### src/rtl/snake_pkg.sv
// snake_pkg: shared definitions for the snake head stepper.
//   - Heading codes (2-bit): left, right, up, down.
//   - FSM state encoding for the stepper.
//   - decode_dir(): 3-bit keypad direction word -> heading code.
//   - is_reversal(): true when a requested heading is the 180-degree opposite of the current one.
package snake_pkg;

   localparam logic [1:0] HEAD_LEFT  = 2'b00;
   localparam logic [1:0] HEAD_RIGHT = 2'b01;
   localparam logic [1:0] HEAD_UP    = 2'b10;
   localparam logic [1:0] HEAD_DOWN  = 2'b11;

   typedef enum logic [1:0] {
      ST_IDLE = 2'b00,
      ST_RUN  = 2'b01,
      ST_DEAD = 2'b10
   } state_e;

   // Bit2 selects the axis; the bit belonging to the other axis is ignored.
   function automatic logic [1:0] decode_dir(input logic [2:0] dir);
      return dir[2] ? {1'b1, dir[1]} : {1'b0, dir[0]};
   endfunction

   // Same axis, opposite sense.
   function automatic logic is_reversal(input logic [1:0] req, input logic [1:0] cur);
      return (req[1] == cur[1]) && (req[0] != cur[0]);
   endfunction

endpackage

### src/rtl/game_tick_gen.sv
// game_tick_gen: modulo-TICK_DIV counter that paces the game.
// Ports:
//   clk, reset_n : clock, asynchronous active-low reset
//   en_i         : count enable; when low the counter holds its value
//   clr_i        : synchronous clear to 0, overrides en_i
//   tick_o       : high for the one cycle in which the count is TICK_DIV-1 while enabled
module game_tick_gen #(
   parameter int unsigned TICK_DIV = 12_500_000
) (
   input  logic clk,
   input  logic reset_n,
   input  logic en_i,
   input  logic clr_i,
   output logic tick_o
);

   localparam int unsigned CW = (TICK_DIV > 1) ? $clog2(TICK_DIV) : 1;
   localparam logic [CW-1:0] CNT_LAST = CW'(TICK_DIV - 1);

   logic [CW-1:0] cnt_q, cnt_d;

   always_comb begin
      cnt_d = cnt_q;
      if (clr_i) begin
         cnt_d = '0;
      end else if (en_i) begin
         cnt_d = (cnt_q == CNT_LAST) ? '0 : cnt_q + 1'b1;
      end
   end

   always_ff @(posedge clk or negedge reset_n) begin
      if (!reset_n) begin
         cnt_q <= '0;
      end else begin
         cnt_q <= cnt_d;
      end
   end

   assign tick_o = en_i && !clr_i && (cnt_q == CNT_LAST);

endmodule

### src/rtl/snake_head_stepper.sv
// snake_head_stepper: validates keypad direction requests and advances the snake head one cell
// per game tick, with wrap-around or wall death at the grid edges.
// Ports:
//   clk, reset_n     : clock, asynchronous active-low reset
//   dir_in[2:0]      : direction word (bit2 axis, bit1 up/down, bit0 left/right)
//   dir_valid        : dir_in is meaningful while high
//   restart          : synchronous return to IDLE with head at the start cell
//   head_x, head_y   : current head cell
//   heading          : committed heading (00 left, 01 right, 10 up, 11 down)
//   step_pulse       : one cycle, coincident with the first cycle showing the moved head
//   running          : high in RUN
//   game_over        : high in DEAD
module snake_head_stepper
   import snake_pkg::*;
#(
   parameter int unsigned GRID_W   = 40,
   parameter int unsigned GRID_H   = 30,
   parameter int unsigned XW       = 6,
   parameter int unsigned YW       = 5,
   parameter int unsigned START_X  = 20,
   parameter int unsigned START_Y  = 15,
   parameter int unsigned TICK_DIV = 12_500_000,
   parameter bit          WRAP     = 1'b1
) (
   input  logic          clk,
   input  logic          reset_n,
   input  logic [2:0]    dir_in,
   input  logic          dir_valid,
   input  logic          restart,
   output logic [XW-1:0] head_x,
   output logic [YW-1:0] head_y,
   output logic [1:0]    heading,
   output logic          step_pulse,
   output logic          running,
   output logic          game_over
);

   localparam logic [XW-1:0] X_LAST  = XW'(GRID_W - 1);
   localparam logic [YW-1:0] Y_LAST  = YW'(GRID_H - 1);
   localparam logic [XW-1:0] X_START = XW'(START_X);
   localparam logic [YW-1:0] Y_START = YW'(START_Y);

   state_e        state_q;
   logic [XW-1:0] head_x_q;
   logic [YW-1:0] head_y_q;
   logic [1:0]    heading_q;
   logic [1:0]    pend_dir_q;
   logic          pend_valid_q;
   logic          step_pulse_q;

   logic          tick;
   logic [1:0]    req;
   logic          req_ok;
   logic [1:0]    eff_dir;
   logic [XW-1:0] next_x;
   logic [YW-1:0] next_y;
   logic          wall_hit;

   game_tick_gen #(
      .TICK_DIV(TICK_DIV)
   ) u_tick (
      .clk    (clk),
      .reset_n(reset_n),
      .en_i   (state_q == ST_RUN),
      .clr_i  (restart || (state_q == ST_IDLE)),
      .tick_o (tick)
   );

   // A request is judged against the committed heading, never against a pending one.
   assign req    = decode_dir(dir_in);
   assign req_ok = dir_valid && (req != heading_q) && !is_reversal(req, heading_q);

   // A pending turn captured during a step cycle was judged against the pre-step heading, so
   // it is re-checked here and dropped if it has since become a reversal.
   assign eff_dir = (pend_valid_q && !is_reversal(pend_dir_q, heading_q)) ? pend_dir_q
                                                                          : heading_q;

   always_comb begin
      next_x   = head_x_q;
      next_y   = head_y_q;
      wall_hit = 1'b0;
      unique case (eff_dir)
         HEAD_LEFT: begin
            wall_hit = (head_x_q == '0);
            next_x   = wall_hit ? X_LAST : head_x_q - 1'b1;
         end
         HEAD_RIGHT: begin
            wall_hit = (head_x_q == X_LAST);
            next_x   = wall_hit ? '0 : head_x_q + 1'b1;
         end
         HEAD_UP: begin
            wall_hit = (head_y_q == '0);
            next_y   = wall_hit ? Y_LAST : head_y_q - 1'b1;
         end
         HEAD_DOWN: begin
            wall_hit = (head_y_q == Y_LAST);
            next_y   = wall_hit ? '0 : head_y_q + 1'b1;
         end
      endcase
   end

   always_ff @(posedge clk or negedge reset_n) begin
      if (!reset_n) begin
         state_q      <= ST_IDLE;
         head_x_q     <= X_START;
         head_y_q     <= Y_START;
         heading_q    <= HEAD_LEFT;
         pend_dir_q   <= HEAD_LEFT;
         pend_valid_q <= 1'b0;
         step_pulse_q <= 1'b0;
      end else begin
         step_pulse_q <= 1'b0;
         if (restart) begin
            state_q      <= ST_IDLE;
            head_x_q     <= X_START;
            head_y_q     <= Y_START;
            heading_q    <= HEAD_LEFT;
            pend_valid_q <= 1'b0;
         end else begin
            case (state_q)
               ST_IDLE: begin
                  if (dir_valid) begin
                     heading_q    <= req;
                     pend_valid_q <= 1'b0;
                     state_q      <= ST_RUN;
                  end
               end
               ST_RUN: begin
                  if (tick) begin
                     if (wall_hit && !WRAP) begin
                        state_q      <= ST_DEAD;
                        pend_valid_q <= 1'b0;
                     end else begin
                        head_x_q     <= next_x;
                        head_y_q     <= next_y;
                        heading_q    <= eff_dir;
                        step_pulse_q <= 1'b1;
                        // Only a request arriving with no turn already queued survives the step.
                        pend_valid_q <= req_ok && !pend_valid_q;
                        if (req_ok && !pend_valid_q) begin
                           pend_dir_q <= req;
                        end
                     end
                  end else if (req_ok) begin
                     pend_dir_q   <= req;
                     pend_valid_q <= 1'b1;
                  end
               end
               ST_DEAD: begin
               end
               default: state_q <= ST_IDLE;
            endcase
         end
      end
   end

   assign head_x     = head_x_q;
   assign head_y     = head_y_q;
   assign heading    = heading_q;
   assign step_pulse = step_pulse_q;
   assign running    = (state_q == ST_RUN);
   assign game_over  = (state_q == ST_DEAD);

endmodule

### config.mk
export PLATFORM = sky130hd
export DESIGN_NAME = snake_head_stepper
export DESIGN_NICKNAME = d
export VERILOG_FILES = /design/src/rtl/snake_pkg.sv /design/src/rtl/game_tick_gen.sv /design/src/rtl/snake_head_stepper.sv
export SDC_FILE = /design/constraint.sdc
export NUM_CORES = 1
export LEC_CHECK = 0
export BUFFER_PORTS_ARGS = -buffer_cell sky130_fd_sc_hd__clkbuf_2
export CORE_ASPECT_RATIO = 0.7
export CORE_MARGIN = 3
export CORE_UTILIZATION = 55
export DETAILED_ROUTE_END_ITERATION = 7
export PLACE_DENSITY = 0.74
export SLEW_MARGIN = 30
export SYNTH_ARGS = -nofsm -noshare
export SYNTH_HDL_FRONTEND = slang
export SYNTH_HIERARCHICAL = 1
export SYNTH_SLANG_ARGS = --single-unit
### constraint.sdc
create_clock -name clk -period 7.2 [get_ports clk]
set_clock_uncertainty 0.15 [all_clocks]
set_input_delay 0.72 -clock clk [delete_from_list [all_inputs] [get_ports clk]]
set_output_delay 0.72 -clock clk [all_outputs]
set_load 0.01 [all_outputs]
After elaboration in Yosys (flattened, before gate mapping)
Index checks and enable logic that the tools add are counted.

word-level totals
  register bits after elaboration = 43
  latch bits = 0
  memory bits (writable) = 0
  ROM bits = 0
  input port bits = 7
  output and inout bits = 16
  logic and storage cells = 98
  memories kept = 0

cells by class
  add/sub/neg operators = 5
  $mul = 0
  div/mod/pow operators = 0
  magnitude comparators = 0
  equal/unequal tests = 18
  shift operators = 0
  mux-type cells = 35
  bitwise gates (word level) = 1
  reduce and logical (&&, ||, !) cells = 31

operator list
  kind                                                                 count
  24-bit 2-to-1 mux                                                    3
  6-bit 2-to-1 mux                                                     5
  5-bit 2-to-1 mux                                                     5
  24-bit by 1-bit adder with 24-bit output (second input constant)     1
  24-bit equality test (second input constant)                         1
  2-bit 2-to-1 mux                                                     10
  6-bit one-hot mux with 2 select lines                                1
  3-bit AND reduction                                                  4
  5-bit one-hot mux with 2 select lines                                1
  3-bit nonzero test                                                   3
  1-bit logical AND                                                    8
  2-bit one-hot mux with 2 select lines                                2
  2-bit nonzero test                                                   4
  1-bit 2-to-1 mux                                                     7
  6-bit by 1-bit adder with 6-bit output (second input constant)       1
  2-bit equality test (second input constant)                          3
  6-bit equality test (second input constant)                          1
  6-bit zero test                                                      1
  3-bit != test (second input constant)                                2
  6-bit by 1-bit subtractor with 6-bit output (second input constant)  1
  5-bit by 1-bit adder with 5-bit output (second input constant)       1
  5-bit equality test (second input constant)                          1
  5-bit zero test                                                      1
  5-bit by 1-bit subtractor with 5-bit output (second input constant)  1
  14 further kinds                                                     22

Logic depth before layout (Yosys ltp)
  depth after elaboration = 10
  gate-level depth with buffers = 11
  mapped depth without buffers = 9

Cells and area by module
The synthesis kept the hierarchy.

modules (own cells, without submodules)
  module              instances  cells each  area an instance (sq um)  sequential area each (sq um)
  game_tick_gen       1          167         1,496.4                   600.6
  snake_head_stepper  1          170         1,477.7                   457.9

Worst setup path before layout
OpenSTA, ideal clock, no wires.

  path kind = input port to flip-flop
  start = input port restart
  end = register head_y_q[4], in the netlist head_y[4]
  setup time = 122 ps
  arrival time = 2,406 ps
  data required time = 6,928 ps
  path slack = 4,523 ps
  cell stages on the path = 9
  buffers on the path = 3
  cell sequence = and2b_1 inv_1 clkbuf_1 clkbuf_1 nor3_1 buf_2 a31o_1 a21bo_1 a32o_1

on the way
  longest elaborated chain between the ends = 6
  elaborated cells between the ends (all ways) = 9

RTL lines
  element                          line                       source
  start, declared                  snake_head_stepper.sv:29   input logic restart,
  1-bit logical OR                 snake_head_stepper.sv:65   .clr_i (restart || (state_q == ST_IDLE)),
  1-bit zero test                  game_tick_gen.sv:39        assign tick_o = en_i && !clr_i && (cnt_q == CNT_LAST);
  1-bit logical AND (2 in series)  game_tick_gen.sv:39
  named net tick                   snake_head_stepper.sv:51   logic tick;
  2-bit nonzero test (no line)     n/a
  3-bit AND reduction (no line)    n/a
  end signal, assigned             snake_head_stepper.sv:135  head_y_q <= next_y;
  end, declared                    snake_head_stepper.sv:45   logic [YW-1:0] head_y_q;

The timed path passes the listed nets, and every way through them passes these cells.
A chain may end at the register's enable or synchronous reset.

Worst setup path in the final report
  start = register state_q[0]
  end = register head_y_q[4], in the netlist head_y[4]

on the way
  longest elaborated chain between the ends = 7
  elaborated cells between the ends (all ways) = 9

RTL lines
  element                            line                       source
  start, declared                    snake_head_stepper.sv:43   state_e state_q;
  start signal, assigned             snake_head_stepper.sv:104  state_q <= ST_IDLE;
  start signal, assigned             snake_head_stepper.sv:114  state_q <= ST_IDLE;
  start signal, assigned             snake_head_stepper.sv:125  state_q <= ST_RUN;
  2-bit zero test                    snake_head_stepper.sv:65
  1-bit logical OR                   snake_head_stepper.sv:65
  1-bit zero test                    game_tick_gen.sv:39
  1-bit logical AND * (2 in series)  game_tick_gen.sv:39
  named net tick                     snake_head_stepper.sv:51
  2-bit nonzero test (no line) *     n/a
  3-bit AND reduction (no line) *    n/a

The timed path passes the listed nets; every way through them passes the cells marked *.

==> run summary <==
Path type of the worst min-delay path - input pin to async pin
Vias/cell - 6.21
Post-synthesis async set-or-reset flop share - 1.00
Initial core utilization - 0.596
Post-route clock period utilization - 0.456
Top cells by area, synth - sky130_fd_sc_hd__dfrtp_1, sky130_fd_sc_hd__dfstp_2, sky130_fd_sc_hd__nand2_1
Startpoint of the lowest-slack register-to-register path - state_q[0]
Endpoint kind of the worst setup timing path - flop
Max-slew headroom at the worst pin - 0.426
Synth Register Bits - 42
Sequential-to-total area share from yosys stat - 0.356
GR Util All Layers - 0.229
Count of cells resized by post-cts repair - 0
Crit path time final - 3290 ps
CTS H-Tree Depth - 2
Status - completed
Number of max-slew violations in the final report - 0
Met2 track demand over resource - 0.304
Final WS setup - 3910 ps
Antenna violations before repair - 0
Clock latency on the worst-skew pair - 300 ps
Met1 usage - 0.376
Post CTS Setup Buffer Count - 0
Smallest hold slack - 291 ps
Instance count of the mapped netlist - 337
Area of the core region - 0.00499 mm^2
Total negative slack - 0 ps
Wirelength, routed - 6980 um
DRC violation total after the first TritonRoute iteration - 163
Dominant cell type by area after synthesis - sky130_fd_sc_hd__dfrtp_1
Via count of the first global-routing pass - 2238
CTS buffer count - 5
Routed wire per std cell - 16.8 um
Clock input transition at the sequential cells of the worst setup and hold paths - 90 ps
Measured slew at the worst slew-check pin - 861 ps
Critical path startpoint category - flop
Data arrival time at the worst-slack endpoint - 3320 ps
Highest attainable clock frequency - 0.304 GHz
Count of flip-flops with a built-in enable after synthesis - 0
Die W - 93.9 um
Synth top area share - 0.303
Max IR drop VDD - 0.0843 mV
Highest net fanout along the worst path - 27
Number of filler instances in the final layout - 444
Mapped Avg Cell Area - 8.83 um^2
Layout Area Growth over Synthesis - 7.32%
Unrepaired setup endpoints after global routing - false
Number of top-level design ports - 23
Path type of the worst setup path - flop to flop
Die area - 0.00634 mm^2
Post-DP HPWL - 4950 um
CTS root buffer - sky130_fd_sc_hd__clkbuf_8
Origin of the worst setup path - state_q[0]
Clock Path Buffers - 2
Required time worst endpoint - 7230 ps
Num Clock Sinks - 42
Met3 capacity usage during global routing - 0.0412
DP Worst Slack - 3600 ps
Fraction of final layout cells sized beyond drive strength 1 - 0.182
Max cap viols - 0
Port bufs - 21
Number of antenna repair diodes - 0
Final layout net count - 359
Final number of hold-violating endpoints - 0
Most instantiated flip-flop cell in the synthesis netlist - sky130_fd_sc_hd__dfrtp_1
Power density cells - 165 mW/mm^2
Number of distinct library cells after synthesis - 72
Pin count of the biggest net entering global routing - 43
Count of endpoints failing setup in the final report - 0
Vias after detailed routing - 2577
Synth warnings - 6
Remaining global-route overflow - 0
Weighted congestion reported at the end of routability-driven placement - 0.838
Overall die height - 67.5 um
Grt peak-use layer - met1
Power consumption - 0.527 mW
Synthesized netlist net count - 351
Leakage power summed over all cells - 1.28 nW
Number of nets with antenna violations after routing - 0
Hold-fix buffer count after cts - 0
TritonCTS clock tree - built
Post-synth design cell area - 0.00297 mm^2
Detailed Routing Iterations Pass 1 - 5
Finished Core Util - 0.639
Placement Rows - 21
Internal reg-to-reg setup slack - 3910 ps
Wire length of the first global-routing pass - 11400 um
DRC violation count after routing - 0
==> power breakdown <==
| part | leakage (nW) | switching [mW] | internal, mW | total, mW |
|---|---|---|---|---|
| registers | 0.559 | 0.0140 | 0.241 | 0.255 |
| logic | 0.651 | 0.0281 | 0.0163 | 0.0443 |
| clock network | 0.0683 | 0.0884 | 0.139 | 0.227 |
| total | 1.28 | 0.130 | 0.396 | 0.527 |
==> state kept, by name (all words and copies together), names as in the netlist <==
register      flops
state_q           1
pend_dir_q        2
heading           2
pend_valid_q      1
step_pulse        1
u_tick/cnt_q     24
head_y            5
head_x            6
==> worst paths after layout <==
path,endpoint,cells after the start
max in group asynchronous,u_tick/cnt_q[13],1
worst max register to register,head_y[4],6
min in group clk,u_tick/cnt_q[1],2
worst min register to register,u_tick/cnt_q[1],2
worst min-delay path,u_tick/cnt_q[7],1
worst max-delay path,head_y[4],6
==> stage by stage <==
step,instance area (um^2),instances
6_report,3190,415
3_3_place_gp,3050,407
5_1_grt,3190,415
3_5_place_dp,3050,407
2_1_floorplan,2970,337
4_1_cts,3190,415
==> cell usage in the layout (no fill, tap or decap), drive strengths merged, types with 10 or more instances in the layout <==
| cell | instances |
|---|---|
| clkbuf | 26 |
| nor2 | 25 |
| dfrtp | 36 |
| nand4 | 10 |
| inv | 13 |
| o21ai | 23 |
| a21oi | 17 |
| nand2 | 34 |
| nand3 | 25 |
| nor3 | 10 |
==> layer usage <==
| metal | vias up | wire [um] |
|---|---|---|
| li1 | 1249 | - |
| met1 | 1214 | 3590 |
| met2 | 107 | 2790 |
| met3 | 7 | 545 |
| met4 | 0 | 55 |
| met5 | - | 0 |
==> final cells by class <==
class | count | area (um^2) | share of cell area
clock buffer | 5 | 68.8 | 0.0216
clock inverter | 3 | 68.8 | 0.0216
inverter | 14 | 52.6 | 0.0165
multi-input combinational | 261 | 1750 | 0.548
sequential | 42 | 1060 | 0.332
tap | 69 | 86.3 | 0.0270
timing repair buffer | 21 | 108 | 0.0337
==> synthesized netlist by cell type (3+ instances only) <==
cell type,count
sky130_fd_sc_hd__dfrtp_1,36
sky130_fd_sc_hd__nor3_1,7
sky130_fd_sc_hd__a21oi_1,15
sky130_fd_sc_hd__a32o_1,6
sky130_fd_sc_hd__o22ai_1,3
sky130_fd_sc_hd__xnor2_1,3
sky130_fd_sc_hd__or3_1,6
sky130_fd_sc_hd__inv_1,13
sky130_fd_sc_hd__o21ai_0,17
sky130_fd_sc_hd__o211ai_1,3
sky130_fd_sc_hd__nand2_1,33
sky130_fd_sc_hd__nor4_1,3
sky130_fd_sc_hd__buf_2,7
sky130_fd_sc_hd__nor3_2,3
sky130_fd_sc_hd__buf_6,4
sky130_fd_sc_hd__nor3b_1,6
sky130_fd_sc_hd__ha_1,7
sky130_fd_sc_hd__nand3_1,21
sky130_fd_sc_hd__o21ai_1,5
sky130_fd_sc_hd__mux2_2,4
sky130_fd_sc_hd__nand4_1,9
sky130_fd_sc_hd__dfstp_2,6
sky130_fd_sc_hd__clkbuf_1,7
sky130_fd_sc_hd__and3_1,6
sky130_fd_sc_hd__nor2_1,25
sky130_fd_sc_hd__nand2b_1,3
sky130_fd_sc_hd__xor2_1,7
sky130_fd_sc_hd__mux2i_1,4
sky130_fd_sc_hd__and4_1,3
sky130_fd_sc_hd__a31oi_1,8
==> cell families after synthesis <==
group,after synthesis,share of synthesized area
AOI/OAI and AO/OA,85,0.199
xor gates and xnor gates,10,0.0295
buffers and inverters,34,0.0576
other,1,0.00126
muxes,9,0.0332
and+or+nand+nor,149,0.294
DFF,42,0.356
adders and majority gates,7,0.0294
==> worst max-delay path: stages, from the launching register on <==
cell and delay (ps):
sky130_fd_sc_hd__dfrtp_1 800, sky130_fd_sc_hd__and2b_1 340, sky130_fd_sc_hd__inv_1 420, sky130_fd_sc_hd__nor3_2 660
sky130_fd_sc_hd__a31o_1 340, sky130_fd_sc_hd__a21bo_1 230, sky130_fd_sc_hd__a32o_1 210
Power figures use the tool's default switching activity.
